### src/rtl/dma_pkg.sv
// rtl/dma_pkg.sv - shared types, constants and helpers for the DMA priority resolver
// Purpose: FSM state type, channel count, command-bit indices and the one-hot to index helper.
// Ports: none (package).
package dma_pkg;

  localparam int NCH = 4;

  // Command register bit positions driving ctrlDisable/rotPri/dreqSenseLow/dackSenseHi.
  localparam int CMD_DISABLE = 2;
  localparam int CMD_ROT     = 4;
  localparam int CMD_DREQLOW = 6;
  localparam int CMD_DACKHI  = 7;

  typedef enum logic [1:0] {
    IDLE = 2'd0,
    REQ  = 2'd1,
    SVC  = 2'd2
  } pr_state_t;

  function automatic logic [1:0] onehot2idx(input logic [NCH-1:0] oh);
    logic [1:0] idx;
    idx = '0;
    for (int i = 0; i < NCH; i++) begin
      if (oh[i]) idx = idx | 2'(i);
    end
    return idx;
  endfunction

endpackage

### src/rtl/dma_rot_prio_enc.sv
// rtl/dma_rot_prio_enc.sv - fixed/rotating priority encoder returning a one-hot winner
// Purpose: picks one requesting channel; fixed mode favours ch0, rotating mode starts after low_pri_i.
// Ports:
//   req_i     in  4  qualified requests
//   low_pri_i in  2  channel that currently holds lowest priority
//   rot_i     in  1  1 = rotating priority, 0 = fixed
//   win_o     out 4  one-hot winner, 0 when no request
module dma_rot_prio_enc
  import dma_pkg::*;
(
  input  logic [NCH-1:0] req_i,
  input  logic [1:0]     low_pri_i,
  input  logic           rot_i,
  output logic [NCH-1:0] win_o
);

  logic       found;
  logic [1:0] idx;

  always_comb begin
    win_o = '0;
    found = 1'b0;
    idx   = '0;
    for (int i = 0; i < NCH; i++) begin
      // 2-bit sum wraps naturally, so lowPri=3 starts the search at ch0.
      idx = rot_i ? (low_pri_i + 2'(i + 1)) : 2'(i);
      if (!found && req_i[idx]) begin
        win_o[idx] = 1'b1;
        found      = 1'b1;
      end
    end
  end

endmodule

### src/rtl/dma_priority_resolver.sv
// rtl/dma_priority_resolver.sv - 8237A-style DMA priority resolver and DACK driver
// Purpose: synchronise and qualify DREQ, hold software requests, arbitrate in IDLE,
//          present a one-hot grant to timing control and drive DACK during service.
// Ports:
//   CLK, RESET (async active-low)
//   DREQ[3:0], mask[3:0], wrReq, reqData[2:0]      request inputs
//   ctrlDisable, rotPri, dreqSenseLow, dackSenseHi  command bits
//   hrq, validDACK, tcEop                           timing-control handshake
//   VALID_DREQ0..3                                  one-hot grant
//   DACK[3:0]                                       acknowledge pins
//   statusReq[3:0]                                  registered effective requests
module dma_priority_resolver
  import dma_pkg::pr_state_t, dma_pkg::IDLE, dma_pkg::REQ, dma_pkg::SVC, dma_pkg::onehot2idx;
#(
  parameter int NCH     = 4,
  parameter int SYNC_FF = 2
) (
  input  logic           CLK,
  input  logic           RESET,
  input  logic [NCH-1:0] DREQ,
  input  logic [NCH-1:0] mask,
  input  logic           wrReq,
  input  logic [2:0]     reqData,
  input  logic           ctrlDisable,
  input  logic           rotPri,
  input  logic           dreqSenseLow,
  input  logic           dackSenseHi,
  input  logic           hrq,
  input  logic           validDACK,
  input  logic           tcEop,
  output logic           VALID_DREQ0,
  output logic           VALID_DREQ1,
  output logic           VALID_DREQ2,
  output logic           VALID_DREQ3,
  output logic [NCH-1:0] DACK,
  output logic [NCH-1:0] statusReq
);

  logic [SYNC_FF-1:0][NCH-1:0] sync_q;
  logic [NCH-1:0] dreq_sync, eff_req, win, dack_act;
  logic [NCH-1:0] grant_q, grant_d, sw_req_q, sw_req_d, status_q;
  logic [1:0]     low_pri_q, low_pri_d, grant_ch;
  pr_state_t      state_q, state_d;

  assign dreq_sync = sync_q[SYNC_FF-1] ^ {NCH{dreqSenseLow}};
  assign eff_req   = (dreq_sync & ~mask) | sw_req_q;
  assign grant_ch  = onehot2idx(grant_q);

  dma_rot_prio_enc u_enc (
    .req_i     (eff_req),
    .low_pri_i (low_pri_q),
    .rot_i     (rotPri),
    .win_o     (win)
  );

  // Terminal count is applied after the register write so it wins on a shared bit.
  always_comb begin
    sw_req_d = sw_req_q;
    if (wrReq) sw_req_d[reqData[1:0]] = reqData[2];
    if (tcEop && state_q == SVC) sw_req_d[grant_ch] = 1'b0;
  end

  always_comb begin
    state_d   = state_q;
    grant_d   = grant_q;
    low_pri_d = low_pri_q;
    unique case (state_q)
      IDLE: begin
        if (eff_req != '0 && !ctrlDisable) begin
          grant_d = win;
          state_d = REQ;
        end
      end
      REQ: begin
        if (hrq && validDACK) begin
          state_d = SVC;
        end else if (!eff_req[grant_ch] && !hrq) begin
          state_d = IDLE;
          grant_d = '0;
        end
      end
      SVC: begin
        // TC/EOP and a demand/single-mode drop of validDACK end service identically.
        if (tcEop || !validDACK) begin
          state_d = IDLE;
          grant_d = '0;
          if (rotPri) low_pri_d = grant_ch;
        end
      end
      default: begin
        state_d = IDLE;
        grant_d = '0;
      end
    endcase
  end

  always_ff @(posedge CLK or negedge RESET) begin
    if (!RESET) begin
      sync_q    <= '0;
      sw_req_q  <= '0;
      status_q  <= '0;
      grant_q   <= '0;
      low_pri_q <= 2'd3;
      state_q   <= IDLE;
    end else begin
      sync_q[0] <= DREQ;
      for (int i = 1; i < SYNC_FF; i++) sync_q[i] <= sync_q[i-1];
      sw_req_q  <= sw_req_d;
      status_q  <= eff_req;
      grant_q   <= grant_d;
      low_pri_q <= low_pri_d;
      state_q   <= state_d;
    end
  end

  // hrq dropping alone keeps SVC but releases the pin.
  assign dack_act = (state_q == SVC && validDACK && hrq) ? grant_q : '0;
  assign DACK     = dack_act ^ {NCH{~dackSenseHi}};

  assign VALID_DREQ0 = grant_q[0];
  assign VALID_DREQ1 = grant_q[1];
  assign VALID_DREQ2 = grant_q[2];
  assign VALID_DREQ3 = grant_q[3];
  assign statusReq   = status_q;

endmodule

### config.mk
export PLATFORM = sky130hd
export DESIGN_NAME = dma_priority_resolver
export DESIGN_NICKNAME = d
export VERILOG_FILES = /design/src/rtl/dma_pkg.sv /design/src/rtl/dma_rot_prio_enc.sv /design/src/rtl/dma_priority_resolver.sv
export SDC_FILE = /design/constraint.sdc
export NUM_CORES = 1
export LEC_CHECK = 0
export ABC_AREA = 1
export BUFFER_PORTS_ARGS = -buffer_cell sky130_fd_sc_hd__buf_2
export CORE_MARGIN = 4
export CORE_UTILIZATION = 60
export CTS_BUF_LIST = sky130_fd_sc_hd__clkbuf_4 sky130_fd_sc_hd__clkbuf_8
export DETAILED_ROUTE_END_ITERATION = 6
export PLACE_DENSITY = 0.87
export SLEW_MARGIN = 25
export SYNTH_ARGS = -nofsm -noshare
export SYNTH_HDL_FRONTEND = slang
export SYNTH_SLANG_ARGS = --single-unit
### constraint.sdc
create_clock -name CLK -period 2.6 [get_ports CLK]
set_input_delay 0.13 -clock CLK [delete_from_list [all_inputs] [get_ports CLK]]
set_output_delay 0.13 -clock CLK [all_outputs]
set_load 0.1 [all_outputs]
==> results.md, run 1 <==
- Post-synthesis cell count: between 200 and 250
- Vias in the first global route: ~1400
- Post-Syn Nets: 232
- Core Area: 0.00232 sq mm
- Core Rows: 17
- DRT iter0 DRCs: 86
- DR vias/cell: approximately 5.4
- Register area share after synthesis: 0.396
- Share of synthesized registers carrying an async set or reset: 1.00
- Top-area cell type share of the netlist area: 0.362
- Hold Buf Count CTS: 5
- Finish-stage setup viols: 0
- Synth cell types: 23
- CTS Buf Count: 3
- Commonest cells in the netlist: nand2_1 (65), nand3_1 (36), inv_1 (29), dfrtp_1 (22), nor2_1 (13)
- Power Density: 1020 mW/mm^2
- Root Buffer: clkbuf_4
- Number of synthesized register bits: 24
- Syn. warnings: 0
- Via Count: 1514
- DP Wirelength: 2770 um
- Slew HR: 0.657
- Setup TNS: 0 ns
- WL final: 3800 um
- First-pass GRT wire length: about 6400 um
- CTS Sinks: 24
- F_max: ~0.46 GHz
- Total GRT Usage: 0.247
- Starting Density: 0.657
- Area growth syn-to-layout: 21.5%
- Die Width: 58.4 um
- Hold crit path type: in2reg
- Final min period: approximately 2.2 ns
- DRC: 0
- Mean Syn Cell Area: a little over 7 sq um
- Status: complete, no violations
- Max layer used: met4
- Post-CTS sizing: 0
- Share of layout cells above drive strength 1: 0.258
- Initial antenna violation count: 0
- Crit path kind: reg2out
- Crit path arrival time: roughly 2.1 ns
- Clock Skew: 0.00109 ns
- RePlAce Congestion: 0.859
- Setup bufs post-CTS: 0
- Met3 routed WL: 190 um
- WL met1: 1650 um
- Wirelength per Cell: approximately 14 um
- IO buf count: 32
- Final Net Count: 274
- Die ar.: about 0.0034 sq mm
- Most area-consuming cells after synthesis: dfrtp_1 (36%), nand2_1 (16%), nand3_1 (12%)
- CP Launch Type: register
- TritonCTS clock tree: yes
- CP Max Fanout: 4
- Area leader, netlist: dfrtp_1
- Slew Viols, Final: 0
- Fin util: 0.798
- RSZ-0062 raised after global routing: false
- Most frequent cell after synthesis: nand2_1
- Max clock buf depth: 2
- Met2 WL: 1860 um
- Ports: 33
- Clock-pin slew on the worst setup and hold paths: around 0.13 ns
- Routed Antenna Nets: 0
- Crit share post-route: 0.845
- DRT Pass-1 Iters: 4
- Post-synth EDFFs: 0
- Max VDD drop: approximately 1.1 mV
- Pin count of the biggest net entering global routing: 25
- Antenna cells: 0
- Predominant post-synthesis flop cell: dfrtp_1
- Gr ovfl total: 0
- Leakage: 0.00101 uW
- Synthesized area: 0.00152 sq mm
- Final Hold Viols: 0
- Critical Path End Type: output port
- Slew @ Worst Pin: 0.515 ns
- Clk_lat worst skew: 0.32 ns
- Die Y: 58.4 um
- H-tree levels: 1
- Worst EP required: 2.47 ns
- Hold slack: just over 0.06 ns
- Max-cap violations: 0
-- per-stage QoR --
step                worst slack, ns  instances  instance area (sq um)  total power [uW]
floorplan                     0.379        211                   1550              1390
global placement              0.913        271                   1750              1570
detailed placement            0.850        271                   1750              1590
CTS                           0.422        280                   1850              1870
global route                  0.267        280                   1850              2000
finish                        0.404        280                   1850              1880
-- critical path, cell delays in order (launching register included) --
cell     delay (ns)
dfrtp_1        0.45
inv_1          0.06
nor2_1         0.12
inv_1          0.08
nor2_1         0.24
nand2_1        0.17
xor2_2         0.17
buf_2          0.44
-- where the power goes --
group          internal (uW)  switching, uW
sequential               459           83.3
combinational            273            792
clock                    156            118
-- layer usage --
metal  vias up  global-route usage
met5         -                   0
met4         0               0.139
met3        10              0.0285
met2        44               0.391
met1       717               0.330
li1        743                   -
-- flip-flops by register name, summed over array words and instances, names as in the netlist --
| register | cells |
|---|---|
| sync_q | 8 |
| low_pri_q | 2 |
| grant_q | 4 |
| state_q | 2 |
| sw_req_q | 4 |
| statusReq | 4 |
-- final cells by class --
cell class	count	area (sq um)
Clock buffer	3	22.5
Clock inverter	1	30.0
Fill cell	158	468
Inverter	35	134
Multi-Input combinational cell	152	816
Sequential cell	24	603
Tap cell	28	35.0
Timing Repair Buffer	37	210
-- cell usage in the layout, fill, tap and decap left out, types with 2 or more instances in the layout --
cell / n
a21oi_1: 2
a31oi_1: 2
buf_2: 32
clkbuf_4: 3
dfrtp_1: 22
dfstp_2: 2
dlygate4sd3_1: 5
inv_1: 29
inv_2: 4
nand2_1: 65
nand2_2: 3
nand2_4: 3
nand3_1: 36
nand3_2: 4
nor2_1: 13
nor2_4: 4
o21ai_0: 10
xor2_2: 4
-- kinds of logic after synthesis --
| kind of cell | Yosys count | share of synthesized area |
|---|---|---|
| DFF | 24 | 0.396 |
| xor gates and xnor gates | 4 | 0.0230 |
| and+or+nand+nor | 132 | 0.434 |
| AOI/OAI and AO/OA | 16 | 0.0592 |
| buffers and inverters | 35 | 0.0879 |
-- path summary, 6_finish.rpt --
check                                           end              startpoint  slack (ns)  depth (start not counted)
max in group asynchronous  low_pri_q[0]$_DFFE_PN1P_                   RESET        1.94                          2
hold / removal               state_q[1]$_DFFE_PN0P_                     hrq        0.06                          2
setup reg to reg             grant_q[3]$_DFFE_PN0P_  grant_q[1]$_DFFE_PN0P_        0.85                         10
setup / recovery                            DACK[0]  state_q[1]$_DFFE_PN0P_        0.40                          7
hold reg to reg                 sync_q[4]$_DFF_PN0_     sync_q[0]$_DFF_PN0_        0.37                          0
min in group asynchronous     sw_req_q[3]$_DFF_PN0_                   RESET        0.29                          2
(Power assumes the default switching activity.)
==> run 2, diff against run 1 <==
--- a/config.mk
+++ b/config.mk
@@ -5,13 +5,13 @@
 export SDC_FILE = /design/constraint.sdc
 export NUM_CORES = 1
 export LEC_CHECK = 0
-export ABC_AREA = 1
+export ABC_AREA = 0
 export BUFFER_PORTS_ARGS = -buffer_cell sky130_fd_sc_hd__buf_2
 export CORE_MARGIN = 4
-export CORE_UTILIZATION = 60
+export CORE_UTILIZATION = 49
 export CTS_BUF_LIST = sky130_fd_sc_hd__clkbuf_4 sky130_fd_sc_hd__clkbuf_8
 export DETAILED_ROUTE_END_ITERATION = 6
-export PLACE_DENSITY = 0.87
+export PLACE_DENSITY = 0.77
 export SLEW_MARGIN = 25
 export SYNTH_ARGS = -nofsm -noshare
 export SYNTH_HDL_FRONTEND = slang
==> constraint.sdc (replaced) <==
create_clock -name CLK -period 1.9 [get_ports CLK]
set_input_delay 0.095 -clock CLK [delete_from_list [all_inputs] [get_ports CLK]]
set_output_delay 0.095 -clock CLK [all_outputs]
set_load 0.1 [all_outputs]
==> run 2 against run 1 <==
Final cell count down 20%. Routed wire length down 11%. Sequential share of layout area down 0.78 points. Die area up 8.0%. Combinational power up 21%. Non-clock buffer count up 12. Setup slack worse by 0.39 ns. Sequential power up 53%. Global-route usage down 4.7 points. Clock-buffer cell count unchanged. First-iteration DRC count down 57%. Via count down 14%. Largest power group unchanged.
==> results.md, run 2 <==
- Filler Cell Count: 188
- Initial antenna violation count: 0
- Predominant post-synthesis flop cell: dfrtp_1
- RePlAce Congestion: roughly 0.83
- Max reg flops: 8
- Final Hold Viols: 0
- Placed Area: 0.00167 sq mm
- Number of synthesized register bits: 24
- Antenna cells: 0
- Critical Path End Type: register
- Post-synth EDFFs: 0
- Area leader, netlist: dfrtp_1
- Leakage: 0.000819 uW
- Hold slack: 0.0512 ns
- Core Rows: 18
- Max-cap violations: 0
- Clock Skew: 0.00564 ns
- Mux share of post-synthesis cell area: 0.0147
- Reg area: 608 sq um
- Register area share after synthesis: 0.444
- Complex-gate fraction of the synthesized area: 0.209
- Vias in the first global route: about 1200
- Root Buffer: clkbuf_4
- TritonCTS clock tree: yes
- CP Max Fanout: 5
- Post-Synth Adder-Cell Area: 0
- Syn. warnings: 0
- Clock-pin slew on the worst setup and hold paths: between 0.1 and 0.15 ns
- DRC: 0
- Crit path arrival time: 2.16 ns
- H-tree levels: 1
- CTS Sinks: 24
- DR vias/cell: about 5.8
- Via Count: 1298
- Core Area: between 0.002 and 0.003 sq mm
- Area growth syn-to-layout: 40.7%
- Final min period: roughly 1.9 ns
- DRT Pass-1 Iters: 4
- Multi-input logic area: 808 sq um
- Slew @ Worst Pin: 0.544 ns
- Largest family of logic cells by synthesized area: simple AND/OR/NAND/NOR gates
- Die Y: 60.7 um
- Hold crit path type: in2reg
- CP Launch Type: register
- Pin count of the biggest net entering global routing: 25
- Top-area cell type share of the netlist area: 0.405
- Crit path kind: reg2reg
- Die ar.: 0.00368 sq mm
- Ports: 33
- Final Net Count: 216
- Mean Syn Cell Area: 9.37 sq um
- Most frequent cell after synthesis: dfrtp_1
- F_max: between 0.5 and 0.6 GHz
- Total GRT Usage: 0.200
- Synthesized area: 0.00136 sq mm
- Synth cell types: 48
- Post-Syn Nets: around 170
- Crit share post-route: 0.993
- Design area: 0.00191 sq mm
- Share of layout cells above drive strength 1: 0.392
- Routed Antenna Nets: 0
- Commonest cells in the netlist: dfrtp_1 (22), nand2_1 (14), nor2_1 (11), o21ai_0 (9), a21oi_1 (8)
- DRT iter0 DRCs: 37
- Max clock buf depth: 2
- Wirelength per Cell: 15.2 um
- Simple-Gate Fraction of Synth Area: 0.215
- Worst EP required: 2.18 ns
- Power Density: 1310 mW/mm^2
- Post-Synth XOR/XNOR Area: 0.0691
- Clk_lat worst skew: 0.33 ns
- Die Width: 60.7 um
- Starting Density: 0.529
- RSZ-0062 raised after global routing: true
- WL final: 3400 um
- IO buf count: 32
- DP Wirelength: 2390 um
- Hold depth: 3
- Max VDD drop: 1.17 mV
- Finish-stage setup viols: 0
- First-pass GRT wire length: approximately 5500 um
- Slew Viols, Final: 0
- Slew HR: 0.637
- Status: complete, no violations
- Post-synthesis cell count: about 150
- Most common cell after layout, fill and taps aside: buf_2
- Cells on worst reg2reg path: 8
- CTS Buf Count: 3
- Gr ovfl total: 0
- Largest Register: sync_q
- Most frequent cells in the layout: buf_2 (28), dfrtp_1 (18), nand2_1 (14), buf_4 (11), o21ai_0 (9)
- Most area-consuming cells after synthesis: dfrtp_1 (41%), dfstp_2 (3.9%), nand2_1 (3.9%)
- Share of synthesized registers carrying an async set or reset: 1.00
run 2: cell count changes in the layout (fill, tap and decap cells not counted), moves of 5 or more:
cell,before,now
inv_1,29,5
nand2_1,65,14
nand3_1,36,3
a21oi_1,2,8
buf_4,0,11
nor2_1,13,8
nor3_1,0,5
run 2: logic make-up after synthesis:
group / after synthesis
flops: 24
buf+inv: 13
mux: 2
simple gates: 56
xor+xnor: 9
compound gates: 41
run 2: final cells by class:
type / count / area share
clock buffer: 3 / 0.0118
inverter: 8 / 0.0183
clock inverter: 1 / 0.0157
sequential: 24 / 0.318
timing repair buffer: 49 / 0.190
timing repair inverter: 1 / 0.00393
tap: 30 / 0.0196
multi-input combinational: 108 / 0.423
run 2: worst paths after layout:
path	start	to	slack [ns]
worst max-delay path	sync_q[4]$_DFF_PN0_	grant_q[3]$_DFFE_PN0P_	0.01
worst min-delay path	reqData[2]	sw_req_q[1]$_DFF_PN0_	0.05
worst max register to register	sync_q[4]$_DFF_PN0_	grant_q[3]$_DFFE_PN0P_	0.01
worst min register to register	sync_q[0]$_DFF_PN0_	sync_q[4]$_DFF_PN0_	0.37
max in group asynchronous	RESET	grant_q[2]$_DFFE_PN0P_	1.25
min in group asynchronous	RESET	grant_q[1]$_DFFE_PN0P_	0.26
run 2: stage by stage:
| stage | total power, uW | cells | util | TNS (ns) | worst slack [ns] |
|---|---|---|---|---|---|
| floorplan | 1720 | 145 | - | 0 | 0.123 |
| global placement | 1950 | 203 | 0.650 | 0 | 0.0826 |
| detailed placement | 1960 | 203 | 0.650 | 0 | 0.0178 |
| CTS | 2360 | 214 | 0.697 | 0 | 0.0362 |
| global route | 2660 | 224 | 0.745 | -0.280 | -0.0872 |
| finish | 2510 | 224 | 0.745 | 0 | 0.0136 |
run 2: what timing repair did:
action	4_1_cts	5_1_grt
hold buffers	6	0
gates resized for setup	0	11
gates cloned	0	1
endpoints found under the setup margin	2	7
pin swaps	1	9
setup buffers	1	9
endpoints found under the hold margin	27	0
run 2: power by group:
part           switching (uW)  leakage (uW)  internal [uW]
registers                 175      0.000275            655
logic                     872      0.000516            428
clock network             168     0.0000279            214
run 2: routing by layer:
metal | share of wire | global-route usage | vias up | wire length, um
li1 | - | - | 609 | -
met5 | 0 | 0 | - | 0
met1 | 0.40 | 0.258 | 623 | 1340
met3 | 0.069 | 0.0426 | 9 | 234
met4 | 0.021 | 0.0805 | 0 | 72
met2 | 0.51 | 0.327 | 57 | 1750
run 2: critical path, cell delays in order (launching register included):
cell and delay, ns:
dfrtp_1 0.42, xnor2_2 0.21, nor2_2 0.08, nor2_4 0.19, inv_4 0.08, or4b_4 0.53, o31ai_4 0.09, o311ai_1 0.14
nand3_1 0.10
